--- config.mk ---
export PLATFORM = sky130hd
export DESIGN_NAME = echo_avg_filter
export DESIGN_NICKNAME = d
export VERILOG_FILES = /design/src/rtl/udar_pkg.sv /design/src/rtl/sync_edge.sv /design/src/rtl/echo_avg_filter.sv
export SDC_FILE = /design/constraint.sdc
export NUM_CORES = 1
export LEC_CHECK = 0
export ABC_CLOCK_PERIOD_IN_PS = 3500
export CORE_MARGIN = 2
export CORE_UTILIZATION = 30
export CTS_CLUSTER_SIZE = 12
export DETAILED_ROUTE_END_ITERATION = 10
export GPL_TIMING_DRIVEN = 0
export PLACE_DENSITY = 0.46
export SLEW_MARGIN = 30
export SYNTH_ARGS = -nofsm -noshare
export SYNTH_HDL_FRONTEND = slang
export SYNTH_SLANG_ARGS = --single-unit
--- constraint.sdc ---
create_clock -name clk -period 3.5 [get_ports clk]
set_input_delay 0.875 -clock clk [delete_from_list [all_inputs] [get_ports clk]]
set_output_delay 0.875 -clock clk [all_outputs]
set_load 0.02 [all_outputs]
--- src/rtl/udar_pkg.sv ---
// Shared types and default sizing for the echo-width post-processing blocks.
package udar_pkg;

    localparam int UDAR_IN_LEN    = 8;
    localparam int UDAR_LOG_DEPTH = 2;

    typedef enum logic [1:0] {
        IDLE    = 2'd0,
        CHECK   = 2'd1,
        ACCUM   = 2'd2,
        PUBLISH = 2'd3
    } echo_filt_state_t;

endpackage

--- src/rtl/sync_edge.sv ---
// Two-flop synchroniser for an asynchronous level, plus a one-cycle pulse on its
// rising edge. All flops reset to 0, so a level already high at reset release
// produces one pulse.
module sync_edge (
    input  logic clk,
    input  logic rst_n,
    input  logic async_in,
    output logic rise_out
);

    logic sync1_q, sync1_d;
    logic sync2_q, sync2_d;
    logic prev_q,  prev_d;

    always_comb begin
        sync1_d = async_in;
        sync2_d = sync1_q;
        prev_d  = sync2_q;
    end

    always_ff @(posedge clk or negedge rst_n) begin
        if (!rst_n) begin
            sync1_q <= 1'b0;
            sync2_q <= 1'b0;
            prev_q  <= 1'b0;
        end else begin
            sync1_q <= sync1_d;
            sync2_q <= sync2_d;
            prev_q  <= prev_d;
        end
    end

    assign rise_out = sync2_q & ~prev_q;

endmodule

--- src/rtl/echo_avg_filter.sv ---
// Moving average over the last 2**LOG_DEPTH accepted echo widths, published over valid/ready.
// Define UDAR_RANGE_CHECK_EN to discard samples outside [MIN_CNT, MAX_CNT].
module echo_avg_filter
    import udar_pkg::*;
#(
    parameter int IN_LEN    = UDAR_IN_LEN,
    parameter int LOG_DEPTH = UDAR_LOG_DEPTH,
    parameter int MIN_CNT   = 1,
    parameter int MAX_CNT   = 250
) (
    input  logic              clk,
    input  logic              rst_n,
    input  logic [IN_LEN-1:0] cnt_in,
    input  logic              done_in,
    output logic [IN_LEN-1:0] avg_out,
    output logic              avg_valid,
    input  logic              avg_ready,
    output logic              overrun
);

    localparam int DEPTH  = 1 << LOG_DEPTH;
    localparam int SUM_W  = IN_LEN + LOG_DEPTH;
    localparam int FILL_W = LOG_DEPTH + 1;
    localparam logic [IN_LEN-1:0] MIN_V = IN_LEN'(MIN_CNT);
    localparam logic [IN_LEN-1:0] MAX_V = IN_LEN'(MAX_CNT);
    localparam logic [FILL_W-1:0] FULL  = FILL_W'(DEPTH);

`ifdef UDAR_RANGE_CHECK_EN
    localparam bit RANGE_EN = 1'b1;
`else
    localparam bit RANGE_EN = 1'b0;
`endif

    logic done_rise;
    logic reject;

    echo_filt_state_t  state_q, state_d;
    logic [IN_LEN-1:0]    sample_q, sample_d;
    logic [SUM_W-1:0]     sum_q, sum_d;
    logic [IN_LEN-1:0]    ring_q [DEPTH];
    logic [IN_LEN-1:0]    ring_d [DEPTH];
    logic [LOG_DEPTH-1:0] wr_ptr_q, wr_ptr_d;
    logic [FILL_W-1:0]    fill_q, fill_d;
    logic [IN_LEN-1:0]    avg_out_q, avg_out_d;
    logic                 avg_valid_q, avg_valid_d;
    logic                 overrun_q, overrun_d;

    sync_edge u_done_sync (
        .clk      (clk),
        .rst_n    (rst_n),
        .async_in (done_in),
        .rise_out (done_rise)
    );

    assign reject = RANGE_EN && ((sample_q < MIN_V) || (sample_q > MAX_V));

    // Handshake: avg_out is transferred on any cycle with avg_valid && avg_ready;
    // avg_valid then drops unless PUBLISH loads a fresh result in that same cycle.
    always_comb begin
        state_d     = state_q;
        sample_d    = sample_q;
        sum_d       = sum_q;
        ring_d      = ring_q;
        wr_ptr_d    = wr_ptr_q;
        fill_d      = fill_q;
        avg_out_d   = avg_out_q;
        avg_valid_d = avg_valid_q;
        overrun_d   = 1'b0;

        if (avg_valid_q && avg_ready) begin
            avg_valid_d = 1'b0;
        end
        if (done_rise && (state_q != IDLE)) begin
            overrun_d = 1'b1;
        end

        unique case (state_q)
            IDLE: begin
                if (done_rise) begin
                    sample_d = cnt_in;
                    state_d  = CHECK;
                end
            end
            CHECK: begin
                state_d = reject ? IDLE : ACCUM;
            end
            ACCUM: begin
                // Empty slots hold 0 during warm-up, so the subtraction is always exact.
                sum_d            = sum_q + SUM_W'(sample_q) - SUM_W'(ring_q[wr_ptr_q]);
                ring_d[wr_ptr_q] = sample_q;
                wr_ptr_d         = wr_ptr_q + LOG_DEPTH'(1);
                if (fill_q != FULL) begin
                    fill_d = fill_q + FILL_W'(1);
                end
                state_d = PUBLISH;
            end
            PUBLISH: begin
                if (fill_q == FULL) begin
                    avg_out_d   = sum_q[SUM_W-1:LOG_DEPTH];
                    avg_valid_d = 1'b1;
                    if (avg_valid_q && !avg_ready) begin
                        overrun_d = 1'b1;
                    end
                end
                state_d = IDLE;
            end
            default: begin
                state_d = IDLE;
            end
        endcase
    end

    always_ff @(posedge clk or negedge rst_n) begin
        if (!rst_n) begin
            state_q     <= IDLE;
            sample_q    <= '0;
            sum_q       <= '0;
            wr_ptr_q    <= '0;
            fill_q      <= '0;
            avg_out_q   <= '0;
            avg_valid_q <= 1'b0;
            overrun_q   <= 1'b0;
            for (int i = 0; i < DEPTH; i++) begin
                ring_q[i] <= '0;
            end
        end else begin
            state_q     <= state_d;
            sample_q    <= sample_d;
            sum_q       <= sum_d;
            wr_ptr_q    <= wr_ptr_d;
            fill_q      <= fill_d;
            avg_out_q   <= avg_out_d;
            avg_valid_q <= avg_valid_d;
            overrun_q   <= overrun_d;
            ring_q      <= ring_d;
        end
    end

    assign avg_out   = avg_out_q;
    assign avg_valid = avg_valid_q;
    assign overrun   = overrun_q;

endmodule

==> results_dict.tcl <==
set metrics [dict create \
    num_vias 2300 \
    grt_overflow 0 \
    finalHoldViolCount 0 \
    synth_area_leaders "dfrtp_1 (50%), ha_1 (6.8%), o21ai_0 (6.2%), nand2_1 (5.9%), mux4_2 (5.2%)" \
    fp.dieW_um 111.9 \
    final-setup-viol-count 0 \
    dpl.hpwl_um 5219 \
    critPathRequiredTime_ns 3.68 \
    final_nets 396 \
    clkTransAtPathRegs_ns 0.06 \
    fin_crit_sh_pct 93.63 \
    synth.top_cell.area_share_pct 50.18 \
    min_period_ns 3.277 \
    hp-class "flop to flop" \
    arrival_ns 3.46 \
    synth_top_area_cell "dfrtp_1" \
    io_pins 22 \
    yosysSeqAreaShare_pct 50.18 \
    netlist_area_sq_um 3491 \
    fmax_mhz 305.2 \
    timing.final.ws_setup_ns 0.2229 \
    die_h_um 111.9 \
    grt_pass1_wl_um 11870 \
    crit_type "flop to flop" \
    area_delta_synth_final_pct 21.36 \
    drtPass1Iterations 4 \
    antenna_found_initial 0 \
    port_buffers 21 \
    viasPerCell 4.554 \
    ys.flop_type "dfrtp_1" \
    cts_buffers 9 \
    cp-endpoint "sum_q[9]$_DFFE_PN0P_" \
    rr_worst_depth 9 \
    core_sq_um 11370 \
    grt_max_degree 47 \
    postCtsHoldBufs 0 \
    dieArea_sq_um 12510 \
    wirelength_um 6930 \
    drc 0 \
    cts.sinks 70 \
    h-tree-depth 3 \
    postSynthCellCount 324 \
    finalNonFillerCells 505 \
    cts_tree "yes" \
    syn_avg_cell_area_sq_um 10.77 \
    worstSetupStartpoint "wr_ptr_q[0]$_DFFE_PN0P_" \
    end_kind "flop" \
    pre_cts_slack_ns 0.02927 \
    crit_fanout 10 \
    yosysUniqueCellTypes 43 \
    diodes 0 \
    clock_path_buffers 2 \
    r2r-start "wr_ptr_q[0]$_DFFE_PN0P_" \
    grt_pass1_vias 2339 \
    first_iter_violations 79 \
    avgRoutedWirePerCell_um 13.72 \
    synth.yosys.warnings 0 \
    track_usage_pct 12.19 \
    synthArstFlopShare_pct 100.0 \
    whs_ns 0.3468 \
    ys_ff_latch 70 \
    r2r_setup_slack_ns 0.22 \
    slew_headroom_pct 68.96 \
    fillers 1152 \
    final_core_util_pct 37.26 \
    place.gp.congestion 0.7965 \
    postCtsSetupBuffers 0 \
    finClkSkew_ns 0.004740 \
    worst_pin_slew_ns 0.4645 \
    clk_latency_ns 0.33 \
    drive_gt1_share_pct 11.33 \
    dpl.cell_count 489 \
    start_util_pct 30.70 \
    antenna_left 0 \
    report.final.slew_viol_count 0 \
    placementRows 39 \
    max_cap_violations 0 \
    r2r-end "sum_q[9]$_DFFE_PN0P_" \
    startpoint_type "flop" \
    syn_nets 363 \
    status "finished clean" \
    synth-edff-count 0 \
    root_buffer "clkbuf_16" \
]
[critical path, cell delays in order (launching register included)]
cell and delay, ns:
dfrtp_1 0.41, buf_6 0.21, mux4_2 0.53, fa_1 0.49
inv_1 0.04, ha_1 0.36, a21o_1 0.24, a221o_2 0.38
o311ai_1 0.30, o311ai_1 0.16
[how the worst min path moves through the flow]
stage | start | end | cells past startpoint
final | u_done_sync.sync1_q$_DFF_PN0_ | u_done_sync.prev_d$_DFF_PN0_ | 0
after global routing | u_done_sync.sync1_q$_DFF_PN0_ | u_done_sync.prev_d$_DFF_PN0_ | 0
after CTS | u_done_sync.sync1_q$_DFF_PN0_ | u_done_sync.prev_d$_DFF_PN0_ | 0
after detailed placement | u_done_sync.sync1_q$_DFF_PN0_ | u_done_sync.prev_d$_DFF_PN0_ | 0
after global placement | u_done_sync.sync1_q$_DFF_PN0_ | u_done_sync.prev_d$_DFF_PN0_ | 0
after floorplan | u_done_sync.sync1_q$_DFF_PN0_ | u_done_sync.prev_d$_DFF_PN0_ | 0
[synth_stat cells, types with 4 or more instances]
cell      number
nand2_1       55
mux2_2        10
inv_1         40
ha_1          19
clkbuf_1       7
a21oi_1        6
dfrtp_1       70
nor2_1         4
o21a_1         4
mux4_2         8
fa_1           8
o21ai_0       43
[per-layer routing]
metal	global-route usage, %	wire [um]	vias up
li1	-	-	1165
met1	16.22	3411	1105
met2	19.47	3219	24
met5	0	0	-
met4	4.691	112	0
met3	2.776	187	6
[cell usage in the layout, fill, tap and decap left out, types with 3 or more instances in the layout]
cell / count
clkbuf_16: 9
clkdlybuf4s50_1: 20
nor2_1: 4
ha_1: 19
dfrtp_1: 70
inv_1: 40
nand2_1: 55
a21oi_1: 6
mux2_2: 10
o21ai_0: 43
o21ai_1: 3
o21a_1: 4
clkbuf_1: 8
mux4_2: 8
fa_1: 8
nand2b_1: 3
[registers in the layout (all words and copies together), names as in the netlist]
signal,flops
u_done_sync.prev_q,1
fill_q,3
u_done_sync.prev_d,1
ring_q,32
overrun,1
u_done_sync.sync1_q,1
avg_valid,1
sample_q,8
sum_q,10
avg_out,8
state_q,2
wr_ptr_q,2
[what timing repair did]
action / CTS / global route
cloned: 0 / 0
pin swaps: 0 / 2
setup endpoints to repair: 1 / 1
gates resized for setup: 1 / 4
[area by class of cell]
cell class              instances  area, sq um  share of cell area, %
clock inverters                 4        70.07                  1.654
clock buffers                  12        246.5                  5.818
flip-flops and latches         70         1752                  41.35
inverters                      41        153.9                  3.633
plain buffers                  10        47.55                  1.122
multi-input cells             203         1553                  36.65
repair buffers                 22        235.2                  5.552
well taps                     143        178.9                  4.223
[kinds of logic after synthesis]
| kind of cell | after synthesis | share of synthesized area [%] |
|---|---|---|
| compound gates | 80 | 14.12 |
| simple gates | 71 | 8.423 |
| flops | 70 | 50.18 |
| buf+inv | 51 | 5.555 |
| fa+ha+maj | 27 | 11.40 |
| mux | 21 | 9.319 |
| xor+xnor | 4 | 1.004 |
[metrics by stage]
stage          setup TNS (ns)  area, sq um
4_1_cts                     0         4224
3_5_place_dp                0         3905
2_1_floorplan               0         3491
3_3_place_gp           -68.39         3880
6_report                    0         4237
5_1_grt             -0.001133         4237
Power is not shown: default switching activity piles up to over one toggle a cycle in this logic, so the estimate is an artifact.
